**config.mk**
```make
export PLATFORM = sky130hd
export DESIGN_NAME = uart_word_loader
export DESIGN_NICKNAME = d
export VERILOG_FILES = /design/src/rtl/uart_word_loader.sv
export SDC_FILE = /design/constraint.sdc
export NUM_CORES = 1
export LEC_CHECK = 0
export CORE_UTILIZATION = 30
export CTS_CLUSTER_SIZE = 8
export DETAILED_ROUTE_END_ITERATION = 7
export DONT_BUFFER_PORTS = 1
export PLACE_DENSITY = 0.49
export SLEW_MARGIN = 0
export SYNTH_ARGS = -nofsm -noshare
export SYNTH_HDL_FRONTEND = slang
export SYNTH_SLANG_ARGS = --single-unit
```
**constraint.sdc**
```tcl
create_clock -name clk -period 3.6 [get_ports clk]
set_input_delay 0.54 -clock clk [delete_from_list [all_inputs] [get_ports clk]]
set_output_delay 0.54 -clock clk [all_outputs]
set_load 0.1 [all_outputs]
```
**src/rtl/uart_word_loader.sv**
```systemverilog
// ---------------------------------------------------------------------------
// uart_word_loader
//   Receives 8N1 (or 8E1) UART bytes, packs WORD_BYTES of them into one memory
//   word in the selected byte order and presents each finished word with an
//   auto-incrementing address. Intended for preloading core memories.
//
//   Optional feature macro: UART_LOADER_PARITY_EN
//     defined   -> 11-bit frame with even parity, parity errors flagged
//     undefined -> 10-bit 8N1 frame, no parity logic
//
// Ports
//   clk, rst_n   : clock, asynchronous active-low reset
//   uart_rx      : serial input, idle high, asynchronous to clk
//   addr_clr     : synchronous clear of next address and byte counter
//   word_valid   : 1-cycle pulse, word_data/word_addr just updated
//   word_data    : assembled word, held until the next completion
//   word_addr    : address of word_data, held until the next completion
//   frame_err    : 1-cycle pulse on bad stop bit (or bad parity)
//   busy         : receive FSM is not idle
// ---------------------------------------------------------------------------
module uart_word_loader #(
    parameter int CLKS_PER_BIT = 5208,
    parameter int WORD_BYTES   = 4,
    parameter int ADDR_W       = 16,
    parameter int ADDR_STEP    = 4,
    parameter int BIG_ENDIAN   = 0,
    parameter int TIMEOUT_BITS = 16
) (
    input  logic                    clk,
    input  logic                    rst_n,
    input  logic                    uart_rx,
    input  logic                    addr_clr,
    output logic                    word_valid,
    output logic [8*WORD_BYTES-1:0] word_data,
    output logic [ADDR_W-1:0]       word_addr,
    output logic                    frame_err,
    output logic                    busy
);

    localparam int CW   = $clog2(CLKS_PER_BIT);
    localparam int BCW  = (WORD_BYTES > 1) ? $clog2(WORD_BYTES) : 1;
    localparam int TLIM = TIMEOUT_BITS * CLKS_PER_BIT;
    localparam int TCW  = $clog2(TLIM + 1);

    localparam logic [2:0] IDLE      = 3'd0;
    localparam logic [2:0] START     = 3'd1;
    localparam logic [2:0] DATA      = 3'd2;
    localparam logic [2:0] STOP      = 3'd3;
    localparam logic [2:0] WAIT_HIGH = 3'd4;
`ifdef UART_LOADER_PARITY_EN
    localparam logic [2:0] PARITY    = 3'd5;
`endif

    logic                    rx_meta, rxs, rxs_prev;
    logic [2:0]              state;
    logic [CW-1:0]           cnt;
    logic [2:0]              bitn;
    logic [7:0]              shreg;
    logic [BCW-1:0]          bcnt;
    logic [ADDR_W-1:0]       addr;
    logic [8*WORD_BYTES-1:0] asm_q, next_asm;
    logic [TCW-1:0]          tcnt;

    logic tick, fall, stop_sample, accept, reject, last, timeout_hit, par_err;
    int   lane;

    // Two-flop synchroniser plus one delay stage for edge detection; all
    // reset high so a reset never looks like a start edge.
    always_ff @(posedge clk or negedge rst_n) begin
        if (!rst_n) begin
            rx_meta  <= 1'b1;
            rxs      <= 1'b1;
            rxs_prev <= 1'b1;
        end else begin
            rx_meta  <= uart_rx;
            rxs      <= rx_meta;
            rxs_prev <= rxs;
        end
    end

    assign tick        = (cnt == '0);
    assign fall        = rxs_prev & ~rxs;
    assign stop_sample = (state == STOP) && tick;
    assign accept      = stop_sample && rxs && !par_err;
    assign reject      = stop_sample && !(rxs && !par_err);
    assign last        = (bcnt == BCW'(WORD_BYTES - 1));
    assign timeout_hit = (state == IDLE) && (bcnt != '0) && (tcnt == TCW'(TLIM - 1));
    assign busy        = (state != IDLE);

`ifdef UART_LOADER_PARITY_EN
    logic par_bit;
    // Even parity: data bits XOR parity bit must be zero.
    assign par_err = (^shreg) ^ par_bit;
`else
    assign par_err = 1'b0;
`endif

    // Receive FSM. The bit counter counts down and expires at zero, so a
    // load of N-1 means the next event is N cycles away.
    always_ff @(posedge clk or negedge rst_n) begin
        if (!rst_n) begin
            state <= IDLE;
            cnt   <= '0;
            bitn  <= '0;
            shreg <= '0;
`ifdef UART_LOADER_PARITY_EN
            par_bit <= 1'b0;
`endif
        end else begin
            case (state)
                IDLE: begin
                    if (fall) begin
                        state <= START;
                        cnt   <= CW'(CLKS_PER_BIT / 2 - 1);
                    end
                end
                START: begin
                    if (tick) begin
                        if (!rxs) begin
                            state <= DATA;
                            cnt   <= CW'(CLKS_PER_BIT - 1);
                            bitn  <= '0;
                        end else begin
                            state <= IDLE;   // glitch, not a start bit
                        end
                    end else begin
                        cnt <= cnt - CW'(1);
                    end
                end
                DATA: begin
                    if (tick) begin
                        shreg <= {rxs, shreg[7:1]};   // LSB arrives first
                        cnt   <= CW'(CLKS_PER_BIT - 1);
                        bitn  <= bitn + 3'd1;
                        if (bitn == 3'd7) begin
`ifdef UART_LOADER_PARITY_EN
                            state <= PARITY;
`else
                            state <= STOP;
`endif
                        end
                    end else begin
                        cnt <= cnt - CW'(1);
                    end
                end
`ifdef UART_LOADER_PARITY_EN
                PARITY: begin
                    if (tick) begin
                        par_bit <= rxs;
                        cnt     <= CW'(CLKS_PER_BIT - 1);
                        state   <= STOP;
                    end else begin
                        cnt <= cnt - CW'(1);
                    end
                end
`endif
                STOP: begin
                    if (tick) state <= rxs ? IDLE : WAIT_HIGH;
                    else      cnt   <= cnt - CW'(1);
                end
                WAIT_HIGH: begin
                    if (rxs) state <= IDLE;
                end
                default: state <= IDLE;
            endcase
        end
    end

    // Insert the incoming byte into its lane of the assembly register.
    always_comb begin
        next_asm = asm_q;
        lane     = (BIG_ENDIAN != 0) ? (WORD_BYTES - 1 - int'(bcnt)) : int'(bcnt);
        for (int i = 0; i < WORD_BYTES; i++) begin
            if (i == lane) next_asm[i*8 +: 8] = shreg;
        end
    end

    // Idle counter for discarding a stale partial word. Restarts on any
    // start edge and whenever no partial word is pending.
    always_ff @(posedge clk or negedge rst_n) begin
        if (!rst_n)
            tcnt <= '0;
        else if ((state == IDLE) && (bcnt != '0) && !fall && !timeout_hit)
            tcnt <= tcnt + TCW'(1);
        else
            tcnt <= '0;
    end

    // Word assembly, address and output registers. addr_clr is applied last
    // so it overrides both the increment and the byte counter update, while
    // a coincident completion still reports the pre-clear address.
    always_ff @(posedge clk or negedge rst_n) begin
        if (!rst_n) begin
            bcnt       <= '0;
            addr       <= '0;
            asm_q      <= '0;
            word_data  <= '0;
            word_addr  <= '0;
            word_valid <= 1'b0;
            frame_err  <= 1'b0;
        end else begin
            word_valid <= 1'b0;
            frame_err  <= 1'b0;
            if (accept) begin
                asm_q <= next_asm;
                if (last) begin
                    word_data  <= next_asm;
                    word_addr  <= addr;
                    word_valid <= 1'b1;
                    addr       <= addr + ADDR_W'(ADDR_STEP);
                    bcnt       <= '0;
                end else begin
                    bcnt <= bcnt + BCW'(1);
                end
            end
            if (reject) begin
                frame_err <= 1'b1;
                bcnt      <= '0;
            end
            if (timeout_hit) bcnt <= '0;
            if (addr_clr) begin
                addr <= '0;
                bcnt <= '0;
            end
        end
    end

endmodule

```
Word level (Yosys, flattened, before mapping)

Index checks and enable logic that the tools add are counted.
W data, S select, Z words.

Flip-flop bits (word level): 147
Input port bits: 4

Add/sub/neg operators: 5
Equal/unequal tests: 19
Muxes and demuxes: 35
Bitwise logic cells: 2
Reduce and logical (&&, ||, !) cells: 26

Operator list:

| operator                | number |
|---|---|
| $mux W13                | 5 |
| $pmux W13 S4            | 1 |
| $mux W16                | 3 |
| $mux W8                 | 4 |
| $mux W3                 | 10 |
| $add A17 B1 Y17 const B | 1 |
| $eq A17 B17 Y1 const B  | 1 |
| $mux W17                | 1 |
| $add A16 B3 Y16 const B | 1 |
| $ne A2 B2 Y1 const B    | 8 |
| $pmux W3 S5             | 1 |
| $logic_not A13 Y1       | 1 |
| $sub A13 B1 Y13 const B | 1 |
| $mux W2                 | 6 |
| $reduce_and A4 Y1       | 2 |
| $reduce_bool A2 Y1      | 4 |
| $reduce_bool A4 Y1      | 2 |
| $logic_and A1 B1 Y1     | 7 |
| $eq A3 B2 Y1 const B    | 2 |
| $eq A3 B3 Y1 const B    | 2 |
| $pmux W3 S2             | 1 |
| $reduce_and A2 Y1       | 3 |
| $reduce_and A6 Y1       | 1 |
| $eq A2 B2 Y1 const A    | 2 |
| other kinds (13)        | 17 |

Depth between registers and ports, before layout

Word-level depth: 7
Gate-level depth with buffers: 9
Depth with buffers taken out: 7

Worst setup path before layout

No wires, ideal clock.

Path kind: reg-to-reg
Start: reg state[0]
End: reg tcnt[10]
Setup time: 71 ps
Arrival time: 2275 ps
Required time: 3529 ps
Path slack: 1254 ps
Cell stages (with the launch flop): 9
Path buffers: 3
Period minus slack after synthesis: 2346 ps
Path through: dfrtp_1 > clkbuf_1 > or3_1 > nor2_1 > nand2_1 > or2_2 > clkbuf_1 > buf_2 > nor2_1

Longest elaborated chain between the ends: 6
Elaborated cells on any way between the ends: 7
Classes of those cells: mux: 1; reduce/logical: 6

RTL lines:

| element                 | line    | RTL |
|---|---|---|
| start, declared         | 55      | `logic [2:0] state;` |
| start signal, assigned  | 158     | `if (tick) state <= rxs ? IDLE : WAIT_HIGH;` |
| $logic_not A3 Y1 (*)    | 87, 183 |  |
| $logic_and A1 B1 Y1 (*) | 87, 183 |  |
| $logic_and A1 B1 Y1     | 87      | `assign timeout_hit = (state == IDLE) && (bcnt != '0) && (tcnt == TCW'(TLIM - 1));` |
| $logic_not A1 Y1        | 183     | `else if ((state == IDLE) && (bcnt != '0) && !fall && !timeout_hit)` |
| $logic_and A1 B1 Y1 (*) | 183     |  |
| $mux W17 (*)            | 183     |  |
| end signal, assigned    | 184     | `tcnt <= tcnt + TCW'(1);` |
| end, declared           | 62      | `logic [TCW-1:0] tcnt;` |

Mark *: on every way between the ends. The rest lies on a longest branch, timed or not.
A chain may end at the register's enable or synchronous reset.

Worst setup path after layout

Start: reg cnt[0]
End: reg cnt[10]

Longest elaborated chain between the ends: 3
Elaborated cells on any way between the ends: 9
Classes of those cells: add/sub: 1; eq/ne: 2; mux: 4; reduce/logical: 2

RTL lines:

| element                                                     | line | RTL |
|---|---|---|
| start, declared                                             | 56   | `logic [CW-1:0] cnt;` |
| start signal, assigned                                      | 114  | `cnt <= CW'(CLKS_PER_BIT / 2 - 1);` |
| start signal, assigned                                      | 121  | `cnt <= CW'(CLKS_PER_BIT - 1);` |
| start signal, assigned                                      | 127  | `cnt <= cnt - CW'(1);` |
| $sub A13 B1 Y13 / $logic_not A13 Y1 (equally long branches) | n/a  |  |
| $mux W13, or another cell as far along                      | 158  |  |
| $pmux W13 S4 / $reduce_and A4 Y1 (equally long branches)    | n/a  |  |

Several ways; a longest one is shown, not always the timed one. The select of a mux whose other input is x is not followed.

==> flow_summary.ini <==
[status]
run_status = finished with violations
violations = hold timing

[detailed_routing]
vias = 4318
route.detailed.drc = 0
viasPerCell = 4.93
drt_pass1_iterations = 4
drt-initial-drc-count = 177
ant_nets = 0
wirelength_um = 13300
wl_per_cell_um = 15.2

[clock_tree]
cts_root_buf = clkbuf_16
post_cts_resized = 0
clk_latency_ns = 0.42
ctsLongestPathBuffers = 2
cts-htree-levels = 4
cts_tree = yes
cts.clk_slew.worst_paths_ns = 0.06
cts_setup_buffers = 0
cts.sinks = 135
numCtsBuffers = 17

[global_route]
grt_max_degree = 136
groute.usage.overall_pct = 13.1
grt_antenna_before_repair = 0
first_global_vias = 4336
grt_pass1_wl_um = 22400
overflow = 0

[synth]
syn_area_per_cell_um2 = 10.4
yosys.area.top_type_share_pct = 51.8
synthTopCellsByCount = 132 x dfrtp_1, 103 x nand2_1, 49 x nor2_1
synth_cell_types = 58
ys_ff_latch = 135
async_reset_ff_share_pct = 100
synth_edf_count = 0
synthMostInstantiatedCell = dfrtp_1
synth_area_leaders = dfrtp_1 52%, nand2_1 6.1%, mux2_2 6.0%, mux2i_1 3.8%, nor2_1 2.9%
synth_warnings = 0
ys_dominant_reg_cell = dfrtp_1
synth_area_mm2 = 0.00637
synth_top_area_cell = dfrtp_1
yosysSeqAreaShare_pct = 53.1
synthCells = 611

[power_and_ir_drop]
peakVddDrop_mv = 0.262
total_power_uw = 3790
power_density_mw_per_mm2 = 531
p_leak_uw = 0.00314

[finish]
diodes = 0
nets = 608
layout-area-overhead-vs-synth_pct = 11.8
finalCoreUtilization_pct = 34.7
drive_gt1_share_pct = 14.5

[placement]
portBuffers = 0
dp_slack_ns = 0.895
place_hpwl_um = 8810
place.gp.congestion = 0.845

[floorplanning]
start_util_pct = 31.0
dieArea_mm2 = 0.0218
ioPinCount = 55
die_w_um = 148
row_count = 52
coreArea_mm2 = 0.0206
die_h_um = 148

[sta]
worst_pin_slew_ns = 1.19
setup_slack_ns = 0.845
fmax_mhz = 363
fin_crit_sh_pct = 76.5
hold_viol_final = 132
holdWs_ns = -0.173
finalSetupViolCount = 0
fin_crit_ns = 2.75
skew_ns = 0.00913
slew_violations = 0
relSlewSlack_pct = 20.8
setup_tns_ns = 0
grt_setup_unrepaired = no

[critical_path]
r2r_slack_ns = 0.85
cp-start-kind = register
crit_required_ns = 3.90
crit_fanout = 23
critical_path_class = register to register
cp-end-kind = register
arrival_ns = 3.06

[run]
maxCapViolations = 0

[worst_hold_path]
worstHoldPathType = input port to async pin
## flip-flops by register name, summed over array words and instances, names as in the netlist
register and cells:
addr 14, asm_q 24, bcnt 2, bitn 3, cnt 13, frame_err 1
rx_meta 1, rxs 1, rxs_prev 1, shreg 8, state 3, tcnt 17
word_addr 14, word_data 32, word_valid 1
## report_power, final
group / switching, uW / internal (uW) / total, uW
sequential: 104 / 1590 / 1690
clock: 657 / 1100 / 1760
combinational: 215 / 120 / 335
total: 976 / 2810 / 3790
## final cells by class
class                      count  area, um2
fill                        2070      13400
sequential                   135       3380
multi-input combinational    423       2740
clock buffer                  19        443
tap                          270        338
clock inverter                11        148
inverter                      14       52.6
timing repair buffer           3       22.5
## layout by cell type (no fill, tap or decap), drive strengths merged, types with 4 or more instances in the layout
cell type  count
or2            5
nand2        103
clkinv         4
a31oi          8
mux2          35
xnor2         16
dfrtp        132
nor4b          4
and3          10
clkbuf        19
nand3         18
nand4         11
o31ai          4
xor2          12
ha            10
nor3          13
o21ai         43
nor4           9
a21oi         11
mux2i         24
inv           17
nor2          49
and4           6
nor3b          6
## per-stage QoR
stage | area (um2) | instances
2_1_floorplan | 6380 | 612
3_3_place_gp | 6540 | 845
3_5_place_dp | 6540 | 845
4_1_cts | 7130 | 875
5_1_grt | 7130 | 875
6_report | 7130 | 875
## worst paths after layout
path                                    start             endpoint  cells after the start
setup / recovery           cnt[0]$_DFFE_PN0P_  cnt[10]$_DFFE_PN0P_                      7
hold / removal                          rst_n   tcnt[13]$_DFF_PN0_                      0
setup reg to reg           cnt[0]$_DFFE_PN0P_  cnt[10]$_DFFE_PN0P_                      7
hold reg to reg             rx_meta$_DFF_PN1_        rxs$_DFF_PN1_                      0
max in group asynchronous               rst_n    rx_meta$_DFF_PN1_                      0
min in group clk                      uart_rx    rx_meta$_DFF_PN1_                      0
## cell families (layout without fill, tap and decap cells)
| group | count (synthesis) | after routing | share of synthesized area (%) |
|---|---|---|---|
| other | 1 | 2 | 0.0588 |
| buffers and inverters | 54 | 47 | 3.96 |
| AO/OA/AOI/OAI | 79 | 79 | 7.40 |
| flip-flops | 135 | 135 | 53.1 |
| adder cells (fa/ha/maj) | 10 | 10 | 1.96 |
| XOR/XNOR | 28 | 28 | 3.85 |
| multiplexers | 59 | 59 | 10.0 |
| AND/OR/NAND/NOR | 245 | 245 | 19.7 |
## worst max-delay path, cell delays in order (launching register included)
cell,delay (ns)
dfrtp_1,0.36
inv_1,0.16
ha_1,0.23
nor3b_1,0.34
nand3_1,0.28
o31ai_4,0.76
mux2_2,0.41
o31a_1,0.10
## per-layer routing
metal  track usage (%)  wire length, um
met5                 0                0
met3              3.06              547
met1              16.2             6080
met2              21.3             6360
met4              6.44              327
No activity file was read; power rests on OpenSTA's default activity.
==> RTL change: new RTL, same flow settings <==
The parameter `CLKS_PER_BIT` goes from 5208 to 1302.
--- a/src/rtl/uart_word_loader.sv
+++ b/src/rtl/uart_word_loader.sv
@@ -20,5 +20,5 @@
 // ---------------------------------------------------------------------------
 module uart_word_loader #(
-    parameter int CLKS_PER_BIT = 5208,
+    parameter int CLKS_PER_BIT = 1302,
     parameter int WORD_BYTES   = 4,
     parameter int ADDR_W       = 16,
Formal check against the unedited RTL: same outputs for any inputs over 10 cycles, from zero or initial values and one cycle with rst_n low; that may be too few to reach the edited logic, so the function may still have changed.
==> RTL change against the original RTL <==
Setup slack lost 27 ps. Routed wire length shrank 9.9%. Non-clock buffer count grew 1. Count of clock-buffer cells in the layout grew 3. Critical path depth shrank 3. Core utilization grew 0.30 points. Cell area shrank 4.2%. Sequential share of layout area grew 0.62 points. Synthesized area shrank 5.8%. Critical endpoint is now addr[13]. Sequential cell count shrank 4. Largest power group unchanged. Fmax shrank 0.98%. Total power shrank 1.5%.
==> RTL change: results (changes against the original RTL) <==
Place
  – Routability-driven placement congestion ratio: 0.8113 (-3.9%)
  – Inst Count DP: 809 (-4.3%)

Route
  – Met3 Wirelength: 555 um (+1.5%)
  – Drt first pass iters: 5 (+1)
  – Via count: 3,970 (-8.1%)
  – Met1 Wirelength: 5.778 mm (-5.0%)

Synth
  – Cell variety after synth: 50 (-14%)
  – Top post-synthesis cells by area: dfrtp_1 (53%), nand2_1 (6.7%), mux2_2 (6.4%)
  – Compound-gate portion of the synthesized area: 6.810% (-0.59 points)
  – Mean Syn Cell Area: 10.39 sq um (-0.37%)

Global routing
  – Met1 Resource Use GR: 16.29% (+0.062 points)
  – All-Layer GR Usage: 12.74% (-0.32 points)
  – Pin count of the biggest net entering global routing: 132 (-2.9%)

Critical path
  – FF-to-FF End: addr[13]
  – R2r setup slk: 820 ps (-30 ps)
  – CP Capture Point: addr[13]
  – Crit-path max FO: 82 (+260%)

Layout
  – Nets: 578 (-4.9%)
  – Largest regs: word_data: 32 flops, asm_q: 24 flops, tcnt: 15 flops
  – Layout cells sized above 1: 14.41% (-0.14 points)

STA
  – Slew Limit Headroom: 37.98% (+17 points)
  – Hold_ws: 102.2 ps (+275.6 ps)
  – Skew final: 8.976 ps (-0.1524 ps)

Power
  – VDD IR-drop max: 0.0002741 V (+4.7%)

Run status
  – Status: finished, final reports clean
==> RTL change: where the power goes <==
| group | internal, W | switching (W) | leakage (nW) |
|---|---|---|---|
| clock | 0.00114 | 0.000611 | 0.292 |
| combinational | 0.000130 | 0.000239 | 1.02 |
| sequential | 0.00153 | 0.0000821 | 1.80 |
==> RTL change: layout make-up <==
class	count	area [sq um]	share of cell area, %
Inverter	12	45.04	0.6596
Sequential cell	131	3282	48.06
Clock buffer	22	474.2	6.944
Multi-Input combinational cell	398	2517	36.86
Clock inverter	9	128.9	1.887
Tap cell	265	331.6	4.855
Timing Repair Buffer	4	50.05	0.7329
==> RTL change: cell families (layout without fill, tap and decap cells) <==
family / Yosys count / in the layout
compound gates: 72 / 72
xor+xnor: 26 / 26
fa+ha+maj: 11 / 11
buf+inv: 50 / 47
flops: 131 / 131
mux: 58 / 58
other cells: 1 / 2
simple gates: 229 / 229
==> RTL change: repair_timing <==
action / in CTS / in global routing
hold buffers: 1 / 0
endpoints found under the hold margin: 131 / 0
setup endpoints to repair: 0 / 0
